==> src/rtl/vend_dispenser_pkg.sv <==
// Shared change codes, FSM state encoding and queue entry layout for the
// vending dispenser.
package vend_dispenser_pkg;

    localparam logic [1:0] CHG_NONE = 2'b00;
    localparam logic [1:0] CHG_ONE  = 2'b01;
    localparam logic [1:0] CHG_TWO  = 2'b10;
    localparam logic [1:0] CHG_BAD  = 2'b11;

    typedef enum logic [2:0] {
        ST_IDLE      = 3'd0,
        ST_MOTOR     = 3'd1,
        ST_KICK      = 3'd2,
        ST_WAIT_COIN = 3'd3,
        ST_FAULT     = 3'd4
    } state_e;

    typedef struct packed {
        logic       vend;
        logic [1:0] chg;
    } evt_t;

    function automatic logic [1:0] chg_coins(input logic [1:0] chg);
        case (chg)
            CHG_ONE: return 2'd1;
            CHG_TWO: return 2'd2;
            default: return 2'd0;
        endcase
    endfunction

endpackage

==> src/rtl/vend_dispenser_if.sv <==
// Event/actuator bundle between the vending controller side and the dispenser.
interface vend_dispenser_if #(
    parameter int DEPTH = 4
);
    localparam int PW = $clog2(DEPTH + 1);

    logic          vend;
    logic [1:0]    change;
    logic          coin_sensed;
    logic          fault_clr;
    logic          motor_on;
    logic          hopper_kick;
    logic          busy;
    logic          fault;
    logic          overflow;
    logic          bad_code;
    logic [PW-1:0] pending;

    modport master (
        output vend, change, coin_sensed, fault_clr,
        input  motor_on, hopper_kick, busy, fault, overflow, bad_code, pending
    );

    modport slave (
        input  vend, change, coin_sensed, fault_clr,
        output motor_on, hopper_kick, busy, fault, overflow, bad_code, pending
    );

endinterface

==> src/rtl/vend_dispenser_fifo.sv <==
// Small synchronous FIFO for vend events; pointers and count reset
// asynchronously, storage is left unreset.
module vend_dispenser_fifo #(
    parameter int DEPTH = 4,
    parameter int W     = 3
) (
    input  logic                       clk,
    input  logic                       rst,
    input  logic                       push_i,
    input  logic                       pop_i,
    input  logic [W-1:0]               wdata_i,
    output logic [W-1:0]               rdata_o,
    output logic                       full_o,
    output logic                       empty_o,
    output logic [$clog2(DEPTH+1)-1:0] count_o
);
    localparam int CW = $clog2(DEPTH + 1);
    localparam int AW = (DEPTH > 1) ? $clog2(DEPTH) : 1;

    logic [W-1:0]  mem_q [DEPTH];
    logic [AW-1:0] wr_q, rd_q;
    logic [CW-1:0] cnt_q;

    function automatic logic [AW-1:0] ptr_inc(input logic [AW-1:0] p);
        return (p == AW'(DEPTH - 1)) ? '0 : p + 1'b1;
    endfunction

    always_ff @(posedge clk) begin
        if (push_i) mem_q[wr_q] <= wdata_i;
    end

    // A push into a full queue is legal only alongside a pop; the head is read
    // before the write lands, so the shared slot is safe.
    always_ff @(posedge clk or posedge rst) begin
        if (rst) begin
            wr_q  <= '0;
            rd_q  <= '0;
            cnt_q <= '0;
        end else begin
            if (push_i) wr_q <= ptr_inc(wr_q);
            if (pop_i)  rd_q <= ptr_inc(rd_q);
            case ({push_i, pop_i})
                2'b10:   cnt_q <= cnt_q + 1'b1;
                2'b01:   cnt_q <= cnt_q - 1'b1;
                default: cnt_q <= cnt_q;
            endcase
        end
    end

    assign rdata_o = mem_q[rd_q];
    assign full_o  = (cnt_q == CW'(DEPTH));
    assign empty_o = (cnt_q == '0);
    assign count_o = cnt_q;

endmodule

==> src/rtl/vend_dispenser.sv <==
// Queues vend events and sequences the product motor and coin-return hopper,
// confirming every returned coin against the hopper exit sensor.
module vend_dispenser
    import vend_dispenser_pkg::*;
#(
    parameter int DEPTH        = 4,
    parameter int MOTOR_CYC    = 8,
    parameter int COIN_TIMEOUT = 16
) (
    input  logic             clk,
    input  logic             rst,
    vend_dispenser_if.slave  bus
);
    localparam int PW = $clog2(DEPTH + 1);
    localparam int MW = (MOTOR_CYC > 1) ? $clog2(MOTOR_CYC) : 1;
    localparam int TW = (COIN_TIMEOUT > 1) ? $clog2(COIN_TIMEOUT) : 1;

    state_e        state_q;
    logic [MW-1:0] mcnt_q;
    logic [TW-1:0] tmr_q;
    logic [1:0]    coins_q;
    logic          overflow_q;
    logic          bad_q;

    evt_t          evt_d;
    evt_t          head;
    logic          push_req_d;
    logic          push_d;
    logic          pop_d;
    logic          full;
    logic          empty;
    logic [PW-1:0] count;

    // An invalid code still dispenses if vend is set, but never returns coins.
    always_comb begin
        evt_d.vend = bus.vend;
        evt_d.chg  = (bus.change == CHG_BAD) ? CHG_NONE : bus.change;
        push_req_d = bus.vend || (bus.change == CHG_ONE) || (bus.change == CHG_TWO);
    end

    assign pop_d  = (state_q == ST_IDLE) && !empty;
    assign push_d = push_req_d && (!full || pop_d);

    vend_dispenser_fifo #(
        .DEPTH (DEPTH),
        .W     ($bits(evt_t))
    ) u_fifo (
        .clk     (clk),
        .rst     (rst),
        .push_i  (push_d),
        .pop_i   (pop_d),
        .wdata_i (evt_d),
        .rdata_o (head),
        .full_o  (full),
        .empty_o (empty),
        .count_o (count)
    );

    // Sticky flags: a new event in the same cycle as fault_clr wins.
    always_ff @(posedge clk or posedge rst) begin
        if (rst) begin
            overflow_q <= 1'b0;
            bad_q      <= 1'b0;
        end else begin
            if (bus.fault_clr) begin
                overflow_q <= 1'b0;
                bad_q      <= 1'b0;
            end
            if (push_req_d && !push_d) overflow_q <= 1'b1;
            if (bus.change == CHG_BAD) bad_q      <= 1'b1;
        end
    end

    always_ff @(posedge clk or posedge rst) begin
        if (rst) begin
            state_q <= ST_IDLE;
            mcnt_q  <= '0;
            tmr_q   <= '0;
            coins_q <= '0;
        end else begin
            case (state_q)
                ST_IDLE: begin
                    if (!empty) begin
                        coins_q <= chg_coins(head.chg);
                        if (head.vend) begin
                            state_q <= ST_MOTOR;
                            mcnt_q  <= MW'(MOTOR_CYC - 1);
                        end else if (chg_coins(head.chg) != 2'd0) begin
                            state_q <= ST_KICK;
                        end
                    end
                end
                ST_MOTOR: begin
                    if (mcnt_q == '0)
                        state_q <= (coins_q != 2'd0) ? ST_KICK : ST_IDLE;
                    else
                        mcnt_q <= mcnt_q - 1'b1;
                end
                ST_KICK: begin
                    tmr_q   <= TW'(COIN_TIMEOUT - 1);
                    state_q <= ST_WAIT_COIN;
                end
                ST_WAIT_COIN: begin
                    if (bus.coin_sensed) begin
                        coins_q <= coins_q - 2'd1;
                        state_q <= (coins_q > 2'd1) ? ST_KICK : ST_IDLE;
                    end else if (tmr_q == '0) begin
                        state_q <= ST_FAULT;
                    end else begin
                        tmr_q <= tmr_q - 1'b1;
                    end
                end
                ST_FAULT: begin
                    if (bus.fault_clr) begin
                        state_q <= ST_IDLE;
                        coins_q <= '0;
                    end
                end
                default: state_q <= ST_IDLE;
            endcase
        end
    end

    assign bus.motor_on    = (state_q == ST_MOTOR);
    assign bus.hopper_kick = (state_q == ST_KICK);
    assign bus.fault       = (state_q == ST_FAULT);
    assign bus.busy        = (state_q != ST_IDLE) || !empty;
    assign bus.overflow    = overflow_q;
    assign bus.bad_code    = bad_q;
    assign bus.pending     = count;

endmodule

==> src/flat_wrapper.sv <==
// flat-port wrapper written by rule: the top's interface ports become plain ports
module vend_dispenser_flat import vend_dispenser_pkg::*;
#(
    parameter int DEPTH        = 4,
    parameter int MOTOR_CYC    = 8,
    parameter int COIN_TIMEOUT = 16
)
  (clk, rst, bus_vend, bus_change, bus_coin_sensed, bus_fault_clr, bus_motor_on, bus_hopper_kick, bus_busy, bus_fault, bus_overflow, bus_bad_code, bus_pending);
  vend_dispenser_if #(.DEPTH(DEPTH)) bus_i ();
  input  logic clk;
  input  logic rst;
  input wire logic [$bits(bus_i.vend)-1:0] bus_vend;
  input wire logic [$bits(bus_i.change)-1:0] bus_change;
  input wire logic [$bits(bus_i.coin_sensed)-1:0] bus_coin_sensed;
  input wire logic [$bits(bus_i.fault_clr)-1:0] bus_fault_clr;
  output wire logic [$bits(bus_i.motor_on)-1:0] bus_motor_on;
  output wire logic [$bits(bus_i.hopper_kick)-1:0] bus_hopper_kick;
  output wire logic [$bits(bus_i.busy)-1:0] bus_busy;
  output wire logic [$bits(bus_i.fault)-1:0] bus_fault;
  output wire logic [$bits(bus_i.overflow)-1:0] bus_overflow;
  output wire logic [$bits(bus_i.bad_code)-1:0] bus_bad_code;
  output wire logic [$bits(bus_i.pending)-1:0] bus_pending;
  assign bus_i.vend = bus_vend;
  assign bus_i.change = bus_change;
  assign bus_i.coin_sensed = bus_coin_sensed;
  assign bus_i.fault_clr = bus_fault_clr;
  assign bus_motor_on = bus_i.motor_on;
  assign bus_hopper_kick = bus_i.hopper_kick;
  assign bus_busy = bus_i.busy;
  assign bus_fault = bus_i.fault;
  assign bus_overflow = bus_i.overflow;
  assign bus_bad_code = bus_i.bad_code;
  assign bus_pending = bus_i.pending;
  vend_dispenser #(.DEPTH(DEPTH), .MOTOR_CYC(MOTOR_CYC), .COIN_TIMEOUT(COIN_TIMEOUT)) u_core (.clk(clk), .rst(rst), .bus(bus_i));
endmodule
==> config.mk <==
export PLATFORM = sky130hd
export DESIGN_NAME = vend_dispenser_flat
export DESIGN_NICKNAME = d
export VERILOG_FILES = /design/src/rtl/vend_dispenser_pkg.sv /design/src/rtl/vend_dispenser_if.sv /design/src/rtl/vend_dispenser_fifo.sv /design/src/rtl/vend_dispenser.sv /design/src/flat_wrapper.sv
export SDC_FILE = /design/constraint.sdc
export NUM_CORES = 1
export LEC_CHECK = 0
export ABC_AREA = 1
export ABC_CLOCK_PERIOD_IN_PS = 1600
export CORE_ASPECT_RATIO = 1.75
export CORE_UTILIZATION = 25
export DETAILED_ROUTE_END_ITERATION = 12
export SETUP_SLACK_MARGIN = 0.05
export SLEW_MARGIN = 25
export SYNTH_ARGS = -nofsm -noshare
export SYNTH_HDL_FRONTEND = slang
export SYNTH_SLANG_ARGS = --single-unit
==> constraint.sdc <==
create_clock -name clk -period 1.6 [get_ports clk]
set_input_delay 0.32 -clock clk [delete_from_list [all_inputs] [get_ports clk]]
set_output_delay 0.32 -clock clk [all_outputs]
set_load 0.03 [all_outputs]
---- Word level (Yosys, flattened, before mapping) ----
Memory sizes are Yosys's and may differ from the RTL's.
Cells that the tools add are included.
operators by class
  add/sub/neg operators ................... 7
  multipliers ............................. 0
  div/mod/pow operators ................... 0
  $lt $le $gt $ge ......................... 1
  equality and inequality tests ........... 24
  shift operators ......................... 0
  mux-type cells .......................... 34
  bitwise logic cells ..................... 0
  reduce and logical (&&, ||, !) cells .... 27
operator list
  cell                   count
  $mux W3                10
  $mux W2                11
  $pmux W3 S5            1
  $reduce_bool A2 Y1     7
  $eq A2 B2 Y1 const B   6
  $ne A2 B2 Y1 const B   6
  $pmux W3 S2            2
  $logic_not A3 Y1       3
  $mux W4                2
  $pmux W4 S2            1
  $reduce_and A4 Y1      2
  $eq A2 B1 Y1 const B   3
  $eq A3 B2 Y1 const B   2
  $eq A3 B3 Y1 const B   2
  $ne A3 B2 Y1 const B   2
  $pmux W2 S3            1
  $reduce_bool A3 Y1     2
  $sub A3 B1 Y3 const B  2
  $mux W1                5
  $reduce_and A5 Y1      1
  $add A2 B1 Y2 const B  2
  $logic_not A4 Y1       1
  $logic_or A1 B1 Y1     4
  $ne A2 B1 Y1 const B   2
  9 further kinds        13
word-level totals
  register bits after elaboration ......... 21
  bits in latches ......................... 0
  RAM bits ................................ 12
  ROM bits ................................ 0
  output and inout port bits .............. 9
  word-level logic and storage cells ...... 103
  memories ................................ 1
memory list
  memory               depth  width  rd ports  clocked after Yosys merged registers in  write ports  RTL line                   source
  u_core.u_fifo.mem_q  4      3      1         0                                        1            vend_dispenser_fifo.sv:20  logic [W-1:0] mem_q [DEPTH];

---- Depth between registers and ports, before layout ----
Gate-level depths: netlist of run 1.
An unclocked memory read counts as a cell.
  depth after elaboration ................. 11
  mapped depth ............................ 11

---- Modules after synthesis ----
From an unflattened synthesis of run 1, not the netlist that was laid out.
unflattened totals
  cell total of the unflattened synthesis .. 226
  area total of the unflattened synthesis .. 1863.0 µm²
modules (own cells, without submodules)
  module               times used  cells an instance  area each (µm²)
  vend_dispenser       1           138                948.4
  vend_dispenser_fifo  1           88                 914.6

---- Worst setup path after synthesis of run 1 ----
OpenSTA, ideal clock, no wires.
  kind .................................... register to register
  start point ............................. reg u_core.u_fifo.cnt_q[0], in the netlist u_core.u_fifo.count_o[0]
  end point ............................... reg u_core.u_fifo.cnt_q[2], in the netlist u_core.u_fifo.count_o[2]
  library setup time ...................... 0.063 ns
  arrival time ............................ 1.762 ns
  data required time ...................... 1.537 ns
  setup slack ............................. -0.224 ns
  stages on the path, launching flop included .. 12
  buffers on the path ..................... 0
  period minus slack after synthesis ...... 1.824 ns
  path through ............................ dfrtp_1 -> inv_1 -> nand2_1 -> nor2_2 -> nor2_4 -> nand2_2 -> fa_1 -> inv_1 -> nand4_1 -> nand3_1 -> nand2_1 -> inv_1
between the ends
  cells in the longest elaborated chain, start to end .. 7
RTL lines
  element                                            RTL line                   source
  start, declared                                    vend_dispenser_fifo.sv:22  logic [CW-1:0] cnt_q;
  start signal, assigned                             vend_dispenser_fifo.sv:43  2'b10: cnt_q <= cnt_q + 1'b1;
  start signal, assigned                             vend_dispenser_fifo.sv:44  2'b01: cnt_q <= cnt_q - 1'b1;
  start signal, assigned                             vend_dispenser_fifo.sv:45  default: cnt_q <= cnt_q;
  $logic_not A3 Y1                                   vend_dispenser_fifo.sv:52  assign empty_o = (cnt_q == '0);
  $logic_not A1 Y1                                   vend_dispenser.sv:41       assign pop_d = (state_q == ST_IDLE) && !empty;
  $logic_and A1 B1 Y1                                vend_dispenser.sv:41
  $logic_or A1 B1 Y1                                 vend_dispenser.sv:42       assign push_d = push_req_d && (!full || pop_d);
  $logic_and A1 B1 Y1                                vend_dispenser.sv:42
  $eq A2 B1 Y1 or $eq A2 B2 Y1 (tied branches)       vend_dispenser_fifo.sv:42  case ({push_i, pop_i})
  $pmux W3 S2 or $reduce_bool A2 Y1 (tied branches)  --
Parallel ways exist; a longest one is shown, timed or not.
A chain may end at the register's enable or synchronous reset.

---- Final worst setup path of run 1 ----
  start point ............................. reg u_core.state_q[0]
  end point ............................... out bus_busy
between the ends
  cells in the longest elaborated chain, start to end .. 2
RTL lines
  element                 RTL line               source
  start, declared         vend_dispenser.sv:18   state_e state_q;
  start signal, assigned  vend_dispenser.sv:95   state_q <= (coins_q != 2'd0) ? ST_KICK : ST_IDLE;
  start signal, assigned  vend_dispenser.sv:106  state_q <= (coins_q > 2'd1) ? ST_KICK : ST_IDLE;
  $reduce_bool A3 Y1      vend_dispenser.sv:127  assign bus.busy = (state_q != ST_IDLE) || !empty;
  $logic_or A1 B1 Y1      vend_dispenser.sv:127
  end, declared           flat_wrapper.sv:18     output wire logic [$bits(bus_i.busy)-1:0] bus_busy;
Every way passes these cells.

==> results of run 1 <==
[cells by family after synthesis]
logic type,Yosys count,share of synthesized area
and+or+nand+nor,100,0.254
buffers and inverters,46,0.0961
AOI/OAI and AO/OA,27,0.0849
DFF,33,0.466
adders and majority gates,13,0.0895
xor gates and xnor gates,2,0.00922
[worst min-delay path, cell delays in order]
cell             delay, ps
clkdlybuf4s50_1        400
inv_1                   50
buf_4                  290
[per-stage QoR]
| step | util | TNS (ps) | std cells |
|---|---|---|---|
| 2_1_floorplan | - | -31.4 | 221 |
| 3_3_place_gp | 0.319 | -2720 | 343 |
| 3_5_place_dp | 0.319 | -3740 | 343 |
| 4_1_cts | 0.362 | -72.9 | 355 |
| 5_1_grt | 0.383 | -292 | 362 |
| 6_report | 0.383 | -50.5 | 362 |
[worst paths after layout]
kind / slack [ps] / depth (start not counted) / to / startpoint
worst max-delay path: -50 / 6 / bus_busy / u_core.state_q[0]
worst min-delay path: 390 / 3 / u_core.mcnt_q[2] / rst
worst max register to register: 20 / 9 / u_core.u_fifo.count_o[2] / u_core.state_q[0]
worst min register to register: 480 / 1 / u_core.mcnt_q[0] / u_core.mcnt_q[0]
max in group asynchronous: 960 / 3 / u_core.u_fifo.rd_q[0] / rst
min in group clk: 480 / 1 / u_core.mcnt_q[0] / u_core.mcnt_q[0]
[synth_stat cells]
library cell / count
a21oi_1: 9
a22oi_1: 2
a32oi_1: 2
buf_2: 1
buf_6: 1
clkinv_2: 1
dfrtp_1: 21
edfxtp_1: 12
fa_1: 1
ha_1: 12
inv_1: 40
inv_2: 3
nand2_1: 41
nand2_2: 4
nand2_4: 2
nand3_1: 26
nand3_2: 2
nand3b_1: 1
nand4_1: 1
nor2_1: 14
nor2_2: 6
nor2_4: 2
nor3_1: 1
o21ai_0: 8
o21ai_1: 4
o21ai_4: 1
o31ai_1: 1
xnor2_1: 1
xor2_1: 1
[layout make-up]
class                      count  area share
clock buffer                   7      0.0547
inverter                      44      0.0619
clock inverter                 1     0.00179
multi-input combinational    142       0.370
timing repair buffer          49       0.153
tap                           86      0.0386
sequential                    33       0.320
[state kept, by name, summed over array words and instances (netlist names)]
signal / count
u_core.bus.bad_code: 1
u_core.bus.overflow: 1
u_core.coins_q: 2
u_core.mcnt_q: 3
u_core.state_q: 3
u_core.tmr_q: 4
u_core.u_fifo.count_o: 3
u_core.u_fifo.mem_q: 12
u_core.u_fifo.rd_q: 2
u_core.u_fifo.wr_q: 2
[routing by layer]
metal,up-vias,track usage
met5,-,0
met4,0,0.0781
met3,12,0.0253
met2,23,0.237
met1,783,0.118
li1,816,-
[repair_timing]
item,in CTS,in global routing
pin swaps,9,24
setup buffers,4,7
gates resized for setup,40,27
endpoints found under the setup margin,28,29
[power groups by stage]
stage / Clock, mW / Sequential (mW) / Combinational [mW]
finish: 1.02 / 1.48 / 3.50
global route: 1.06 / 1.51 / 3.86
CTS: 1.03 / 1.47 / 3.06
detailed placement: 0 / 1.47 / 2.70
global placement: 0 / 1.46 / 2.64
floorplan: 0 / 1.51 / 1.77
==> impl_metrics.env, run 1 <==
export IMPL_cp_max_fo=3
export IMPL_drt_wl_total_um=4510
export IMPL_netlist_top_cell_by_area="dfrtp_1"
export IMPL_leakage_nw=1.35
export IMPL_whs_ps=385
export IMPL_ys_ff_latch=33
export IMPL_cts_root_buf="clkbuf_16"
export IMPL_critPathSlowestCell="dfrtp_2"
export IMPL_holdCritPathClass="primary input to asynchronous set/reset pin"
export IMPL_clkSinkCount=33
export IMPL_antenna_left=0
export IMPL_routedWlPerCell_um=12.5
export IMPL_rsz0062_at_grt="true"
export IMPL_worstSetupEndpointType="primary output"
export IMPL_die_h_um=117
export IMPL_slew_viol_final=0
export IMPL_combinationalPowerShare=0.583
export IMPL_worstMarginPinSlew_ps=364
export IMPL_synthDistinctLibCells=29
export IMPL_synth_top_cells_by_area="dfrtp_1, edfxtp_1, nand2_1, ha_1, inv_1"
export IMPL_syn_area_per_cell_sq_um=8.60
export IMPL_max_stage_delay_ps=430
export IMPL_placement_rows=41
export IMPL_vias=1634
export IMPL_drv_cap=0
export IMPL_dpl_worst_slack_ps=-375
export IMPL_first_pass_iters=4
export IMPL_cpMostUsedCell="nand2_4"
export IMPL_ys_seq_area_frac=0.466
export IMPL_cp_cell_sequence="buf_4 -> inv_4 -> nand2_4 -> nor2_4 -> nand2_4 -> buf_6"
export IMPL_violations="negative setup slack"
export IMPL_fin_ws_ps=-50.5
export IMPL_multi_input_area_sq_um=1030
export IMPL_postCtsHoldBufs=0
export IMPL_clock_path_buffers=2
export IMPL_max_freq_ghz=0.606
export IMPL_dr_wl_met2_um=2650
export IMPL_finalSetupViolations=1
export IMPL_power_mw=6.00
export IMPL_cts_tree="built"
export IMPL_ioPinCount=16
export IMPL_numPortBuffers=15
export IMPL_grt_pass1_wl_um=7440
export IMPL_final_cell_mix="nand2_1, inv_1, buf_4, nand3_1, dfrtp_1"
export IMPL_vdd_drop_max_uv=1030
export IMPL_grt_pass1_vias=1701
export IMPL_drc=0
export IMPL_gp_congestion=0.804
export IMPL_intPower_mw=3.43
export IMPL_syn_inst=221
export IMPL_synth_fp_nets=241
export IMPL_period_minus_slack_ps=1650
export IMPL_path_buf_inv=3
export IMPL_overflow=0
export IMPL_dp_hpwl_um=3260
export IMPL_die_w_um=67.9
export IMPL_m1WireLength_um=1560
export IMPL_synthesis_area_sq_um=1900
export IMPL_switchingPower_mw=2.57
export IMPL_highest_layer="met4"
export IMPL_crit_type="flop to primary output"
export IMPL_slew_headroom=0.756
export IMPL_cts_max_level=2
export IMPL_power_frac_seq=0.246
export IMPL_grt_start_max_net_pins=22
export IMPL_drive_above_1_share=0.409
export IMPL_synth_top_area_share=0.276
export IMPL_initial_core_util=0.261
export IMPL_numCtsBuffers=5
export IMPL_met3_length_um=118
export IMPL_fin_skew_ps=4.18
export IMPL_power_per_cell_area_nw_per_um2=2150
export IMPL_die_area_sq_um=7970
export IMPL_startpoint_type="flop"
export IMPL_clock_latency_ps=280
export IMPL_drtIter0Drc=22
export IMPL_placed_area_sq_um=2330
export IMPL_status="finished, violations left"
export IMPL_viasPerCell=4.51
export IMPL_grt_use_total=0.128
export IMPL_path_clk_slew_ps=50
export IMPL_swShare=0.428
export IMPL_fin_crit_sh=1.03
export IMPL_ys_warn_count=0
export IMPL_nFillCells=747
export IMPL_antenna_found_initial=0
export IMPL_arrival_ps=1330
export IMPL_final_common_cell="nand2_1"
export IMPL_core_area_sq_um=7280
export IMPL_seq_area_sq_um=893
export IMPL_required_ps=1280
export IMPL_area_delta_synth_final_pct=46.7
export IMPL_nNetsFinal=295
export IMPL_finalHoldViolCount=0
export IMPL_clkPwrFrac=0.171
export IMPL_finish_instance_area_sq_um=2790
export IMPL_cpLargestDelayFamily="flip-flops"
export IMPL_diodes=0
(Power assumes the default switching activity.)
==> inputs of run 2 (changes only) <==
ABC_CLOCK_PERIOD_IN_PS = 2040   (was 1600)
clock period = 2.04 ns   (was 1.6 ns; I/O delays follow)
==> run 2 against run 1 <==
  * The flow now finishes without violations
  * Non-clock buffer count decreased by 24
  * Clock power shrank 26%
  * Die area unchanged
  * Sequential share of layout area rose by 5.3 points
  * Routed wire length fell by 14%
  * Sequential power fell by 23%
  * Worst hold slack improved by 90 ps
  * First-iteration DRC count up 9.1%
  * Core utilization fell by 5.8 points
  * Cell count is 6.6% lower
  * Count of clock-buffer cells in the layout unchanged
  * Highest routed layer unchanged
==> impl_metrics.env, run 2 (same netlist as run 1, synthesis figures left out) <==
export IMPL_status="finished, final reports clean"
export IMPL_drt_wl_total_um=3870
export IMPL_clkSinkCount=33
export IMPL_postCtsHoldBufs=0
export IMPL_slew_viol_final=0
export IMPL_leakage_nw=1.17
export IMPL_largest_reg_flops=12
export IMPL_max_freq_ghz=0.528
export IMPL_overflow=0
export IMPL_numCtsBuffers=5
export IMPL_gp_congestion=0.817
export IMPL_grt_start_max_net_pins=22
export IMPL_grt_pass1_vias=1569
export IMPL_first_pass_iters=4
export IMPL_placed_cells=330
export IMPL_clock_path_buffers=2
export IMPL_vias=1525
export IMPL_drc=0
export IMPL_holdCritPathClass="flop to flop"
export IMPL_drive_above_1_share=0.163
export IMPL_rsz0062_at_grt="false"
export IMPL_die_w_um=67.9
export IMPL_area_delta_synth_final_pct=24.7
export IMPL_path_clk_slew_ps=50
export IMPL_max_stage_delay_ps=450
export IMPL_initial_core_util=0.261
export IMPL_holdPathStages=1
export IMPL_worstMarginPinSlew_ps=345
export IMPL_slew_headroom=0.770
export IMPL_cts_max_level=2
export IMPL_cts_setup_buffers=0
export IMPL_cts_root_buf="clkbuf_16"
export IMPL_fin_cells=338
export IMPL_antenna_left=0
export IMPL_whs_ps=475
export IMPL_die_h_um=117
export IMPL_fin_ws_ps=145
export IMPL_vdd_drop_max_uv=780
export IMPL_critPathSlowestCell="dfrtp_1"
export IMPL_startpoint_type="flop"
export IMPL_drv_cap=0
export IMPL_placement_rows=41
export IMPL_routedWlPerCell_um=11.5
export IMPL_ioPinCount=16
export IMPL_fin_crit_sh=0.929
export IMPL_crit_type="flop to primary output"
export IMPL_finalSetupViolations=0
export IMPL_clock_latency_ps=280
export IMPL_dpl_worst_slack_ps=-56.4
export IMPL_largest_register="u_core.u_fifo.mem_q"
export IMPL_final_cell_mix="nand2_1, inv_1, nand3_1, dfrtp_1, nor2_1"
export IMPL_period_minus_slack_ps=1890
export IMPL_diodes=0
export IMPL_nNetsFinal=271
export IMPL_die_area_sq_um=7970
export IMPL_core_area_sq_um=7280
export IMPL_reg_top3="u_core.u_fifo.mem_q: 12 flops, u_core.tmr_q: 4 flops"
export IMPL_rr_worst_depth=10
export IMPL_viasPerCell=4.51
export IMPL_cts_tree="built"
export IMPL_dp_hpwl_um=3090
export IMPL_grt_pass1_wl_um=6590
export IMPL_grt_use_total=0.113
export IMPL_required_ps=1630
export IMPL_numPortBuffers=15
export IMPL_cp_max_fo=5
export IMPL_fin_skew_ps=5.10
export IMPL_worstSetupEndpointType="primary output"
export IMPL_cp_cell_sequence="clkinv_2 -> nand2_2 -> nor2_4 -> nand2_4 -> dlygate4sd2_1"
export IMPL_final_common_cell="nand2_1"
export IMPL_finalHoldViolCount=0
export IMPL_drtIter0Drc=24
export IMPL_power_per_cell_area_nw_per_um2=1600
export IMPL_antenna_found_initial=0
export IMPL_arrival_ps=1490
run 2: repair_timing:
action	CTS	global route
endpoints found under the setup margin	4	2
endpoints found under the hold margin	0	0
gates resized for setup	4	4
run 2: worst paths after layout:
check                                  start                  endpoint  slack (ps)
max                        u_core.state_q[0]                  bus_busy         150
min                         u_core.mcnt_q[0]          u_core.mcnt_q[0]         480
max reg2reg                u_core.state_q[1]  u_core.u_fifo.count_o[2]         260
min reg2reg                 u_core.mcnt_q[0]          u_core.mcnt_q[0]         480
max in group asynchronous                rst           u_core.tmr_q[0]        1310
min in group asynchronous                rst          u_core.mcnt_q[1]         490
run 2: area by class of cell:
type / count / area, sq um
fill: 779 / 4910
sequential: 33 / 886
multi-input combinational: 142 / 840
timing repair buffer: 25 / 220
inverter: 44 / 166
clock buffer: 7 / 143
tap: 86 / 108
clock inverter: 1 / 7.51
run 2: layer usage:
layer	wire length (um)	GRT usage	up-vias
li1	-	-	771
met1	1370	0.102	709
met2	2180	0.201	30
met3	106	0.0224	15
met4	212	0.0938	0
met5	0	0	-
run 2: through the flow:
step / total power [mW] / TNS (ps) / area [sq um] / util
global placement: 3.03 / -14.8 / 2220 / 0.304
global route: 4.12 / 0 / 2370 / 0.325
floorplan: 2.51 / 0 / 1900 / -
CTS: 3.82 / 0 / 2360 / 0.324
detailed placement: 3.07 / -56.4 / 2220 / 0.304
finish: 3.78 / 0 / 2370 / 0.325
run 2: power by group:
group	leakage (nW)	internal [mW]	switching, mW
Clock	0.0701	0.485	0.265
Combinational	0.743	0.716	1.18
Sequential	0.353	0.957	0.182
run 2: worst max-delay path: cells and delay by family (launching register included):
family / cells / cell delay (ps)
flip-flops: 1 / 450
AND/OR/NAND/NOR: 3 / 260
buffers and inverters: 2 / 490
